`src/rtl/bram_arb_pkg.sv`:
```
// Shared types and default widths for the port-B arbiter of the 64 KB dual-port BRAM.
// Contents:
//   DefAddrW / DefDataW : address and data widths matching ram_64kb
//   arb_state_e         : access sequencer states
package bram_arb_pkg;

  localparam int unsigned DefAddrW = 16;
  localparam int unsigned DefDataW = 8;

  typedef enum logic [1:0] {
    StIdle,
    StIssue,
    StWait,
    StDone
  } arb_state_e;

endpackage

```
`src/rtl/rr_pick.sv`:
```
// Combinational rotate-priority encoder.
// Ports:
//   req_i   : request vector
//   start_i : index searched first; the search wraps upward modulo NUM_REQ
//   idx_o   : winning index (0 when nothing requests)
//   valid_o : at least one request present
module rr_pick #(
  parameter int unsigned NUM_REQ = 3,
  parameter int unsigned IDX_W   = (NUM_REQ > 1) ? $clog2(NUM_REQ) : 1
) (
  input  logic [NUM_REQ-1:0] req_i,
  input  logic [IDX_W-1:0]   start_i,
  output logic [IDX_W-1:0]   idx_o,
  output logic               valid_o
);

  // Rotate so that bit 0 of rot is the start requester.
  logic [NUM_REQ-1:0] rot;
  assign rot = NUM_REQ'({req_i, req_i} >> start_i);

  always_comb begin
    idx_o   = '0;
    valid_o = 1'b0;
    for (int i = 0; i < NUM_REQ; i++) begin
      if (!valid_o && rot[i]) begin
        valid_o = 1'b1;
        idx_o   = IDX_W'((int'(start_i) + i) % NUM_REQ);
      end
    end
  end

endmodule

```
`src/rtl/bram_port_arbiter.sv`:
```
// Arbiter and access sequencer for data port B of the 64 KB dual-port BRAM.
// One granted access at a time runs IDLE -> ISSUE -> (WAIT x RD_LAT for reads) -> DONE.
// Ports:
//   i_clk, i_rst_n          : clock, asynchronous active-low reset
//   i_req/i_we/i_lock       : per-requester request, write enable, keep-priority
//   i_addr/i_wdata          : packed per-requester address / write data
//   o_gnt, o_ack            : one-hot grant (ISSUE..DONE), one-cycle ack in DONE
//   o_rdata                 : data of the most recent completed read
//   o_busy                  : sequencer not idle
//   o_bram_*/i_bram_dout    : BRAM port B
module bram_port_arbiter
  import bram_arb_pkg::*;
#(
  parameter int unsigned NUM_REQ  = 3,
  parameter int unsigned ADDR_W   = DefAddrW,
  parameter int unsigned DATA_W   = DefDataW,
  parameter int unsigned RD_LAT   = 1,
  parameter int unsigned MAX_LOCK = 4
) (
  input  logic                       i_clk,
  input  logic                       i_rst_n,
  input  logic [NUM_REQ-1:0]         i_req,
  input  logic [NUM_REQ-1:0]         i_we,
  input  logic [NUM_REQ-1:0]         i_lock,
  input  logic [NUM_REQ*ADDR_W-1:0]  i_addr,
  input  logic [NUM_REQ*DATA_W-1:0]  i_wdata,
  output logic [NUM_REQ-1:0]         o_gnt,
  output logic [NUM_REQ-1:0]         o_ack,
  output logic [DATA_W-1:0]          o_rdata,
  output logic                       o_busy,
  output logic                       o_bram_we,
  output logic [ADDR_W-1:0]          o_bram_addr,
  output logic [DATA_W-1:0]          o_bram_din,
  input  logic [DATA_W-1:0]          i_bram_dout
);

  localparam int unsigned IdxW  = (NUM_REQ > 1) ? $clog2(NUM_REQ) : 1;
  localparam int unsigned LatW  = $clog2(RD_LAT + 1);
  localparam int unsigned LockW = $clog2(MAX_LOCK + 1);
  // lock_cnt_q counts locked re-grants beyond the first grant of a run, so a run of
  // consecutive grants to one requester never exceeds MAX_LOCK.
  localparam logic [LockW-1:0] LockLimit = LockW'(MAX_LOCK - 1);

  arb_state_e          state_q;
  logic [NUM_REQ-1:0]  gnt_q, ack_q;
  logic [DATA_W-1:0]   rdata_q;
  logic                bram_we_q;
  logic [ADDR_W-1:0]   bram_addr_q;
  logic [DATA_W-1:0]   bram_din_q;
  logic [IdxW-1:0]     idx_q;
  logic [IdxW-1:0]     last_q;
  logic                lock_armed_q;
  logic [LockW-1:0]    lock_cnt_q;
  logic [LatW-1:0]     wait_cnt_q;

  logic [IdxW-1:0]     start_idx, pick_idx, win_idx;
  logic                pick_valid, lock_win, win_valid;
  logic [NUM_REQ-1:0]  win_oh;
  logic [ADDR_W-1:0]   addr_sel;
  logic [DATA_W-1:0]   wdata_sel;
  logic                we_sel;

  assign start_idx = (last_q == IdxW'(NUM_REQ - 1)) ? '0 : last_q + IdxW'(1);

  rr_pick #(
    .NUM_REQ (NUM_REQ),
    .IDX_W   (IdxW)
  ) u_rr_pick (
    .req_i   (i_req),
    .start_i (start_idx),
    .idx_o   (pick_idx),
    .valid_o (pick_valid)
  );

  // An armed lock only wins if its owner is still requesting; otherwise it is forfeited.
  assign lock_win  = lock_armed_q && i_req[idx_q];
  assign win_idx   = lock_win ? idx_q : pick_idx;
  assign win_valid = lock_win || pick_valid;

  always_comb begin
    win_oh    = '0;
    addr_sel  = '0;
    wdata_sel = '0;
    we_sel    = 1'b0;
    for (int k = 0; k < NUM_REQ; k++) begin
      if (IdxW'(k) == win_idx) begin
        win_oh[k] = 1'b1;
        addr_sel  = i_addr[k*ADDR_W +: ADDR_W];
        wdata_sel = i_wdata[k*DATA_W +: DATA_W];
        we_sel    = i_we[k];
      end
    end
  end

  always_ff @(posedge i_clk or negedge i_rst_n) begin
    if (!i_rst_n) begin
      state_q      <= StIdle;
      gnt_q        <= '0;
      ack_q        <= '0;
      rdata_q      <= '0;
      bram_we_q    <= 1'b0;
      bram_addr_q  <= '0;
      bram_din_q   <= '0;
      idx_q        <= '0;
      last_q       <= IdxW'(NUM_REQ - 1);
      lock_armed_q <= 1'b0;
      lock_cnt_q   <= '0;
      wait_cnt_q   <= '0;
    end else begin
      ack_q <= '0;
      unique case (state_q)
        StIdle: begin
          gnt_q        <= '0;
          lock_armed_q <= 1'b0;
          lock_cnt_q   <= lock_win ? lock_cnt_q + LockW'(1) : '0;
          if (win_valid) begin
            // The BRAM registers double as the access latches.
            idx_q       <= win_idx;
            gnt_q       <= win_oh;
            bram_addr_q <= addr_sel;
            bram_din_q  <= wdata_sel;
            bram_we_q   <= we_sel;
            state_q     <= StIssue;
          end
        end
        StIssue: begin
          bram_we_q  <= 1'b0;
          wait_cnt_q <= LatW'(RD_LAT - 1);
          if (bram_we_q) begin
            ack_q   <= gnt_q;
            state_q <= StDone;
          end else begin
            state_q <= StWait;
          end
        end
        StWait: begin
          if (wait_cnt_q == '0) begin
            rdata_q <= i_bram_dout;
            ack_q   <= gnt_q;
            state_q <= StDone;
          end else begin
            wait_cnt_q <= wait_cnt_q - LatW'(1);
          end
        end
        StDone: begin
          gnt_q   <= '0;
          last_q  <= idx_q;
          state_q <= StIdle;
          if (i_lock[idx_q] && (lock_cnt_q < LockLimit)) begin
            lock_armed_q <= 1'b1;
          end
        end
      endcase
    end
  end

  assign o_gnt       = gnt_q;
  assign o_ack       = ack_q;
  assign o_rdata     = rdata_q;
  assign o_busy      = (state_q != StIdle);
  assign o_bram_we   = bram_we_q;
  assign o_bram_addr = bram_addr_q;
  assign o_bram_din  = bram_din_q;

endmodule

```
`config.mk`:
```
export PLATFORM = sky130hd
export DESIGN_NAME = bram_port_arbiter
export DESIGN_NICKNAME = d
export VERILOG_FILES = /design/src/rtl/bram_arb_pkg.sv /design/src/rtl/rr_pick.sv /design/src/rtl/bram_port_arbiter.sv
export SDC_FILE = /design/constraint.sdc
export NUM_CORES = 1
export LEC_CHECK = 0
export CORE_ASPECT_RATIO = 1.5
export CORE_MARGIN = 2
export CORE_UTILIZATION = 55
export DETAILED_ROUTE_END_ITERATION = 16
export DONT_BUFFER_PORTS = 1
export GPL_ROUTABILITY_DRIVEN = 1
export PLACE_DENSITY = 0.78
export SLEW_MARGIN = 20
export SYNTH_ARGS = -nofsm -noshare
export SYNTH_HDL_FRONTEND = slang
export SYNTH_SLANG_ARGS = --single-unit
```
`constraint.sdc`:
```
create_clock -name i_clk -period 3.32 [get_ports i_clk]
set_input_delay 0.332 -clock i_clk [delete_from_list [all_inputs] [get_ports i_clk]]
set_output_delay 0.332 -clock i_clk [all_outputs]
set_load 0.01 [all_outputs]
```
==> results by group, run 1 <==
Global route
  • Global-route wire length before repair: roughly 8900 um
  • Largest net degree at the start of global routing: 50
  • Total grt overflow: 0
  • Initial antenna violation count: 0
  • GRT Total Usage: between 20% and 30%
  • Number of global-route vias before repair: 1866

Worst setup path
  • Reg2Reg Depth: 5
  • Startpoint types: flop
  • Crit path required time: 3.52 ns
  • R2r startpoint: idx_q[1]
  • Flop-to-flop setup slack: 1.05 ns
  • Setup CP Type: flop to flop
  • Worst Path Arrival: roughly 2.5 ns
  • Crit end category: flop
  • CP Max Fanout: 27
  • Reg-to-reg endpoint: o_bram_din[3]

Timing
  • Fin worst setup slack: approximately 1.1 ns
  • Final period util: 68.3%
  • Worst-Margin Slew: ~0.76 ns
  • Clock Skews: 0.00409 ns
  • Worst Hold Slack: approximately 0.16 ns
  • Final setup fails: 0
  • Final Hold Viols: 0
  • Slew margin rel.: about half
  • Setup TNS: 0 ns
  • Minimum clock period: 2.27 ns
  • RSZ-0062 raised after global routing: no
  • Fin. max-slew vios: 0
  • F_max: between 400 and 500 MHz

Power and ir drop
  • Max VDD drop: 0.000646 V
  • Clock power frac: 16.2%
  • Power share of the combinational group: about two fifths
  • P_int: approximately 1.6 mW
  • P_sw: 1.12 mW
  • Tot Pwr: 2.71 mW
  • Leak: roughly 1.2 nW
  • Reg power frac: between 40% and 50%
  • Switching Fraction: 41.4%
  • Power Density: between 1000 and 1500 nW/um^2

Synth
  • Synth Area in XOR/XNOR: 0%
  • Compound-Gate Fraction of Synth Area: 23.0%
  • Post-Synth Adder-Cell Area: approximately 2.6%
  • EDFF count, synth: 0
  • Post-synthesis mux area share: roughly 8.1%
  • Main area contributors after synthesis: dfrtp_1 (49%), nand2_1 (8.6%), a221o_1 (7.8%)
  • Main combinational cell family by area after synthesis: compound AO/OA/AOI/OAI gates
  • Synth Cell Area: roughly 2400 sq um
  • Asr flop ratio synth: between 90% and 100%
  • Synth Flop Type: dfrtp_1
  • Yosys reg bits: around 50
  • Post-synthesis cell type count: 39
  • Post-synthesis simple-gate area fraction: between 10% and 20%
  • Synth top area share: about half
  • Synth Warn #: 0
  • Seq/Total Area, Yosys: 50.2%
  • Cells after Synth: roughly 240
  • Largest area contributor in the netlist: dfrtp_1
  • Syn nets: roughly 330
  • Syn Area/Cell: approximately 10 sq um

Run status
  • Outcome: finished, final reports clean

Clock network
  • Htree depth: 2
  • CTS buffer count: 5
  • Clk slew on worst S/H paths: around 0.09 ns
  • # Post-CTS Setup Buffers: 0
  • Number of clock sinks: 49
  • CTS tree: yes
  • Clock root cell: clkbuf_8
  • Clock tree buffer depth: 2
  • Clk_lat worst skew: around 0.31 ns

Drt
  • Routed length per instance: slightly below 20 um
  • Initial DRC count: 72
  • Post-route ant nets: 0
  • Drt total wl: roughly 5600 um
  • DR vias/cell: around 6.6
  • Via count: roughly 1900
  • DR pass1 iterations: 4
  • Post-route DRC: 0

Layout
  • Share of post-route cells with drive strength above 1: between 10% and 20%
  • Core Util, Final: between 60% and 70%
  • Non-Filler Instances: 284
  • Most frequent cells in the layout: nand2_1 (56), dfrtp_1 (48), o21ai_0 (32)
  • Final Net Count: ~330
  • P&R area growth vs syn: 6.95%
  • # diodes: 0
  • Finished Cell Area: ~2600 sq um
  • Commonest non-fill, non-tap cell in the layout: nand2_1

Place
  • Placed Cells: around 270
  • GPL Wtd Cong: 0.840
  • Port bufs: 0
  • Half-perimeter wire length after placement: 4070 um
  • Placed Area: ~2500 sq um
  • DP Worst Slack: about 1.1 ns

Hold path
  • WHS Endpoint: o_bram_addr[5]
  • Hold Crit Start: i_addr[5]
  • Hold Path Class: primary input to flop
  • Worst hold stages: 1

Floorplan
  • Die W: 58.5 um
  • Die Height: around 86 um
  • Ports: 131
  • Initial Utilization: approximately 58%
  • Std cell rows: 29
  • Die area: around 5000 sq um
  • Core ar.: between 4000 and 5000 sq um

Run
  • Max Cap Violations: 0
-- final cells by class --
class                   count  area, sq um
clock inverters             3         43.8
well taps                  46         57.6
clock buffers               5         68.8
multi-input cells         170         1140
flip-flops and latches     49         1230
repair buffers              5         60.1
inverters                   6         22.5
fillers                   348         1630
-- cell usage after synthesis, types with 2 or more instances --
master and n:
o21ai_0 32, a31oi_4 2, nand2_1 56, a2bb2oi_1 5
o22ai_1 2, mux2_2 11, dfrtp_1 48, buf_2 5
a221o_1 19, a21o_1 2, a21oi_1 3, nor2_1 8
inv_1 6, ha_1 5, mux2i_1 6, clkbuf_1 4
-- flip-flops by register name, indices dropped and copies added, names as in the netlist, 3 cells and up --
register,cells
o_gnt,3
o_rdata,8
o_bram_din,8
o_bram_addr,16
lock_cnt_q,3
o_ack,3
-- layer usage --
metal	vias to the layer above	global-route usage [%]	share of wire (%)
met5	-	0	0
met4	0	9.30	1.6
met3	8	5.73	10
met2	117	40.1	52
met1	904	27.1	37
li1	858	-	-
-- repair_timing --
action | in CTS | in global routing
hold buffers | 2 | 0
resized for setup | 0 | 0
endpoints found under the hold margin | 49 | 0
-- power by group through the flow --
| stage | logic [mW] | registers (mW) | clock network, mW |
|---|---|---|---|
| final | 1.08 | 1.19 | 0.437 |
| after global routing | 1.22 | 1.23 | 0.464 |
| after CTS | 1.08 | 1.19 | 0.439 |
| after detailed placement | 1.07 | 1.20 | 0 |
| after global placement | 1.04 | 1.19 | 0 |
| after floorplan | 0.895 | 1.13 | 0 |
-- worst max-delay path by stage --
stage	start	to	slack, ns	cells past startpoint
2_1_floorplan	state_q[0]	o_bram_addr[0]	1.41	9
3_3_place_gp	idx_q[1]	o_bram_addr[0]	1.17	5
4_1_cts	idx_q[1]	o_bram_din[2]	1.09	5
3_5_place_dp	idx_q[1]	o_bram_din[2]	1.09	5
6_report	idx_q[1]	o_bram_din[3]	1.05	5
5_1_grt	idx_q[1]	o_bram_din[3]	0.92	5
-- critical path, cell delays in order, from the launching register on --
cell and delay (ns):
dfrtp_1 0.48, and4b_4 0.42, a31oi_4 0.08, a31oi_4 0.67
o21ai_0 0.22, a221o_1 0.29
-- cell families (layout without fill, tap and decap cells) --
| family | Yosys count | in the layout |
|---|---|---|
| adder cells (fa/ha/maj) | 5 | 5 |
| buffers and inverters | 18 | 19 |
| AO/OA/AOI/OAI | 74 | 74 |
| AND/OR/NAND/NOR | 73 | 73 |
| multiplexers | 18 | 18 |
| flip-flops | 49 | 49 |
No activity file was read; power rests on OpenSTA's default activity.
==> run 2: changes to the inputs <==
==> constraint.sdc (replaced) <==
create_clock -name i_clk -period 2.3 [get_ports i_clk]
set_input_delay 0.23 -clock i_clk [delete_from_list [all_inputs] [get_ports i_clk]]
set_output_delay 0.23 -clock i_clk [all_outputs]
set_load 0.01 [all_outputs]
==> run 2 against run 1 <==
Sequential power increased by 44%. Maximum frequency increased by 12%. Utilization increased by 0.18 points. Critical path depth increased by 1. Cell count increased by 1.4%. Wire length decreased by 2.2%.
==> results by group, run 2 (same netlist as run 1, synthesis figures left out) <==
Power and ir drop
  • Power Density: 1460 nW/um^2 (+41%)
  • Leak: 1.16 nW (+0.41%)
  • Max VDD drop: 0.00101 V (+57%)

Place
  • GPL Wtd Cong: 0.856 (+1.9%)
  • Port bufs: 0 (unchanged)
  • Half-perimeter wire length after placement: 4020 um (-1.3%)

Timing
  • Slew margin rel.: 65.4% (+16 points)
  • Clock Skews: 0.00876 ns (+0.00467 ns)
  • Final period util: 88.1% (+20 points)
  • Setup TNS: 0 ns (unchanged)
  • F_max: 494 MHz (+12%)
  • Worst-Margin Slew: 0.515 ns (-0.248 ns)
  • Worst Hold Slack: 0.0614 ns (-0.101 ns)
  • Fin. max-slew vios: 0 (unchanged)
  • Final setup fails: 0 (unchanged)
  • Minimum clock period: 2.03 ns (-0.242 ns)
  • RSZ-0062 raised after global routing: no
  • Final Hold Viols: 0 (unchanged)

Clock network
  • Clock tree buffer depth: 2 (unchanged)
  • Clk_lat worst skew: 0.30 ns (about the same)
  • CTS Hold Bufs: 2 (unchanged)
  • Clk slew on worst S/H paths: 0.10 ns (about the same)
  • Htree depth: 2 (unchanged)
  • # Post-CTS Setup Buffers: 0 (unchanged)
  • CTS tree: yes
  • Clock root cell: clkbuf_8
  • CTS resizes: 0 (unchanged)
  • Number of clock sinks: 49 (unchanged)
  • CTS buffer count: 5 (unchanged)

Layout
  • Share of post-route cells with drive strength above 1: 14.9% (+1.4 points)
  • Core Util, Final: 61.8% (+0.18 points)
  • Final-layout fill cell count: 337 (-3.2%)
  • Max FFs per register: 16 (unchanged)
  • P&R area growth vs syn: 7.26%
  • Commonest non-fill, non-tap cell in the layout: nand2_1
  • # diodes: 0 (unchanged)
  • Most frequent cells in the layout: nand2_1 (56), dfrtp_1 (48), o21ai_0 (32)
  • Final Net Count: 337 (+1.2%)

Hold path
  • Worst hold stages: 1 (unchanged)
  • WHS Endpoint: o_bram_din[1]
  • Hold Crit Start: i_wdata[1]
  • Hold Path Class: primary input to flop

Drt
  • Via count: 1857 (-1.6%)
  • DR vias/cell: 6.45 (-3.0%)
  • Post-route DRC: 0 (unchanged)
  • Routed length per instance: 19.1 um (-3.6%)
  • Drt total wl: 5510 um (-2.2%)
  • Post-route ant nets: 0 (unchanged)
  • Initial DRC count: 40 (-44%)
  • DR pass1 iterations: 4 (unchanged)

Worst setup path
  • Reg2Reg Depth: 6 (+1)
  • Worst Path Arrival: 2.20 ns (-0.26 ns)
  • Startpoint types: flop
  • Crit end category: flop
  • Slowest-stage cell, CP: dfrtp_1
  • CP dominant cell by count: a31oi_4
  • Crit path cell chain: and4b_4 -> a31oi_4 -> a31oi_4 -> buf_4 -> o22ai_1 -> o41ai_1
  • Crit path required time: 2.48 ns (-1.04 ns)
  • R2r startpoint: idx_q[1]
  • Crit path largest cell delay: 0.46 ns (-0.21 ns)
  • CP Max Fanout: 27 (unchanged)
  • Flop-to-flop setup slack: 0.27 ns (-0.78 ns)
  • Number of buffers and inverters on the critical path: 1 (+1)
  • Reg-to-reg endpoint: o_bram_we
  • Setup CP Type: flop to flop
  • Delay-heaviest family, CP: compound AO/OA/AOI/OAI gates

Global route
  • GRT Total Usage: 23.1% (-0.18 points)
  • Number of global-route vias before repair: 1895 (+1.6%)
  • Global-route wire length before repair: 8830 um (-1.2%)
  • Initial antenna violation count: 0 (unchanged)
  • Total grt overflow: 0 (unchanged)
  • Largest net degree at the start of global routing: 50 (unchanged)

Floorplan
  • Die Height: 85.7 um (unchanged)
  • Std cell rows: 29 (unchanged)
  • Die area: 5010 sq um (unchanged)
  • Die W: 58.5 um (unchanged)
  • Core ar.: 4250 sq um (unchanged)
  • Ports: 131 (unchanged)
  • Initial Utilization: 57.6% (unchanged)

Run
  • Max Cap Violations: 0 (unchanged)

Run status
  • Outcome: finished, final reports clean
[run 2: worst register-to-register path: cells and delay by family (launching register included)]
kind | cells | cell delay [ns]
buf+inv | 1 | 0.31
compound gates | 4 | 0.73
simple gates | 1 | 0.41
flops | 1 | 0.46
[run 2: worst max path at each step]
stage	to	cells after the start	from	slack, ns
2_1_floorplan	o_bram_addr[0]	9	state_q[0]	0.39
3_3_place_gp	o_bram_addr[2]	5	idx_q[1]	0.34
3_5_place_dp	o_bram_din[3]	5	idx_q[1]	0.28
4_1_cts	o_bram_din[3]	5	idx_q[1]	0.26
5_1_grt	o_bram_din[3]	5	idx_q[1]	0.18
6_report	o_bram_we	6	idx_q[1]	0.27
[run 2: area by class of cell]
type	instances	area, sq um	share of cell area, %
Clock buffer	5	68.8	2.62
Clock inverter	3	21.3	0.810
Inverter	6	22.5	0.858
Multi-Input combinational cell	170	1140	43.3
Sequential cell	49	1230	46.8
Tap cell	46	57.6	2.19
Timing Repair Buffer	9	90.1	3.43
[run 2: layer usage]
layer  vias up  track usage, %  wire (um)
li1        871               -          -
met1       874            28.0       2120
met2       101            38.4       2840
met3        11            5.58        460
met4         0            9.94         99
met5         -               0          0
[run 2: power breakdown]
part / internal [mW] / switching (mW) / leakage (nW)
logic: 0.742 / 0.868 / 0.506
registers: 1.26 / 0.450 / 0.606
clock network: 0.216 / 0.297 / 0.0445
[run 2: stage by stage]
stage	power, mW	instances	area, sq um	setup slack, ns
after detailed placement	3.33	278	2500	0.281
final	3.83	288	2630	0.275
after floorplan	2.93	237	2450	0.386
after global placement	3.26	278	2500	0.344
after CTS	3.86	288	2630	0.258
after global routing	4.15	288	2630	0.183
==> patch (config.mk and constraints of run 2) <==
Reset style: synchronous (`i_rst_n`), changed in one clocked block. Comments in the files are not updated.
--- a/src/rtl/bram_port_arbiter.sv
+++ b/src/rtl/bram_port_arbiter.sv
@@ -94,3 +94,3 @@
 
-  always_ff @(posedge i_clk or negedge i_rst_n) begin
+  always_ff @(posedge i_clk) begin
     if (!i_rst_n) begin
Formal check against the unedited RTL: differs if i_rst_n is asserted again (counterexample within 4 cycles, from zero or initial values and one cycle with i_rst_n low); with i_rst_n held inactive, the same outputs for 10 cycles.
==> patch against run 2 <==
- sequential share of layout area fell by 6.3 points
- synthesized area fell by 4.4%
- critical path type unchanged
- design area fell by 7.6%
- worst hold slack got worse by 0.0064 ns
- utilization fell by 3.7 points
- routed wire length fell by 4.1%
- worst setup slack got worse by 0.071 ns
- sequential cell count did not move
- critical endpoint is now o_bram_addr[10]
Power is not compared: it rests on default switching activity, and its combinational part moved more than twofold at a synthesized area within 25%.
==> patch: results (changes against run 2) <==
Finish
  – Layout Nets: 330 (-2.1%)
  – Share of cells above drive strength 1: 9.36% (-5.5 points)
  – Finished Layout Cells: 281 (-2.4%)
  – Antenna cells: 0 (unchanged)

Setup path
  – Crit. Startpoint: idx_q[0]
  – Worst Path Arrival: 2.29 ns (+0.09 ns)
  – Crit path max fanout: 12 (-56%)

Synthesis
  – Unique cell type count in the Yosys netlist: 43 (+10%)
  – Synth area leaders: dfxtp_1 42%, mux2i_1 15%, a22oi_1 7.4%, o21ai_1 5.1%, nor2b_1 4.0%
  – Main synth FF type: dfxtp_1
  – Register area share after synthesis: 41.9% (-8.2 points)
  – Syn Area/Cell: 9.91 sq um (-4.0%)
  – Ys async rst share: 0% (-100 points)
  – Synth cell count leaders: 49 x dfxtp_1, 35 x mux2i_1, 24 x o21ai_1

Clocking
  – TritonCTS Buffers: 5 (unchanged)
  – Root buffer cell: clkbuf_8
  – Clk buf depth: 2 (unchanged)
  – Clk_lat worst skew: 0.30 ns (about the same)

Timing
  – Worst slew pin tran: 0.965 ns (+0.450 ns)
  – Clock skew: 0.00653 ns (-0.00223 ns)

Power and ir drop
  – Comb. pwr: 0.000769 W

Drt
  – Drt initial violations: 40 (unchanged)
  – Final WL: 5290 um (-4.1%)
  – Vias after detailed routing: 1809 (-2.6%)
  – Initial DRT Pass Iterations: 4 (unchanged)

Place
  – Port bufs: 0 (unchanged)
  – Dpl hpwl: 3770 um (-6.2%)
  – Placed Cells: 271 (-2.5%)
  – Post-DP Area: 0.00232 sq mm (-7.1%)
  – Worst slack, placed: 0.0190 ns (-0.262 ns)
  – Routability congestion estimate: 0.788 (-7.9%)

Worst hold path
  – Worst hold path class: input port to flop
  – Hold Startpoint: i_rst_n

GRT
  – First-pass GRT wire length: 8250 um (-6.6%)
  – GRT Total Usage: 22.1% (-1.0 points)
  – Pin count of the biggest net entering global routing: 28 (-44%)
  – Initial antenna violation count: 0 (unchanged)

Outcome
  – Status: completed
==> patch: changes by cell type in the layout (fill, tap and decap cells not counted), sizes merged, moves of 5 or more <==
| cell | delta |
|---|---|
| dfxtp | +49 |
| dfrtp | -48 |
| nand2 | -48 |
| mux2i | +29 |
| a22oi | +23 |
| a221o | -19 |
| nor2b | +15 |
| mux2 | -11 |
| a2bb2oi | -5 |
| nand3 | +5 |
==> patch: area by class of cell <==
cell class / instances / area, sq um
sequential: 49 / 981
clock buffer: 7 / 76.3
tap: 46 / 57.6
clock inverter: 1 / 7.51
multi-input combinational: 170 / 1250
fill: 354 / 1750
inverter: 3 / 11.3
timing repair buffer: 5 / 40.0
==> patch: worst max-delay path, stage by stage, from the launching register on <==
cell     delay, ns
dfxtp_1       0.48
mux2_4        0.35
a21oi_2       0.33
a31oi_4       0.31
buf_4         0.27
mux2i_1       0.17
o21ai_1       0.08
==> patch: cell families (layout without fill, tap and decap cells) <==
kind of cell               Yosys count  count (layout)  synth area share (%)
DFF                                 49              49                  41.9
buffers and inverters               18              16                  5.45
AOI/OAI and AO/OA                   74              75                  20.9
and+or+nand+nor                     54              54                  13.5
muxes                               36              36                  15.6
adders and majority gates            5               5                  2.67
==> patch: repair_timing <==
action	in CTS	in global routing
pin swaps	1	1
hold buffers	1	0
cloned	0	1
resized for setup	0	0
hold endpoints to repair	1	0
setup endpoints to repair	1	5
==> patch: final timing paths <==
kind                                        end  slack, ns
worst max-delay path            o_bram_addr[10]       0.20
worst min-delay path                   idx_q[1]       0.06
worst max register to register  o_bram_addr[10]       0.20
worst min register to register     lock_armed_q       0.51
==> patch: routing by layer <==
metal  global-route usage (%)  up-vias  routed length (um)
met2                     42.6       92                2920
met5                        0        -                   0
met1                     20.9      844                1900
met3                     6.67        6                 375
li1                         -      867                   -
met4                     8.03        0                  92
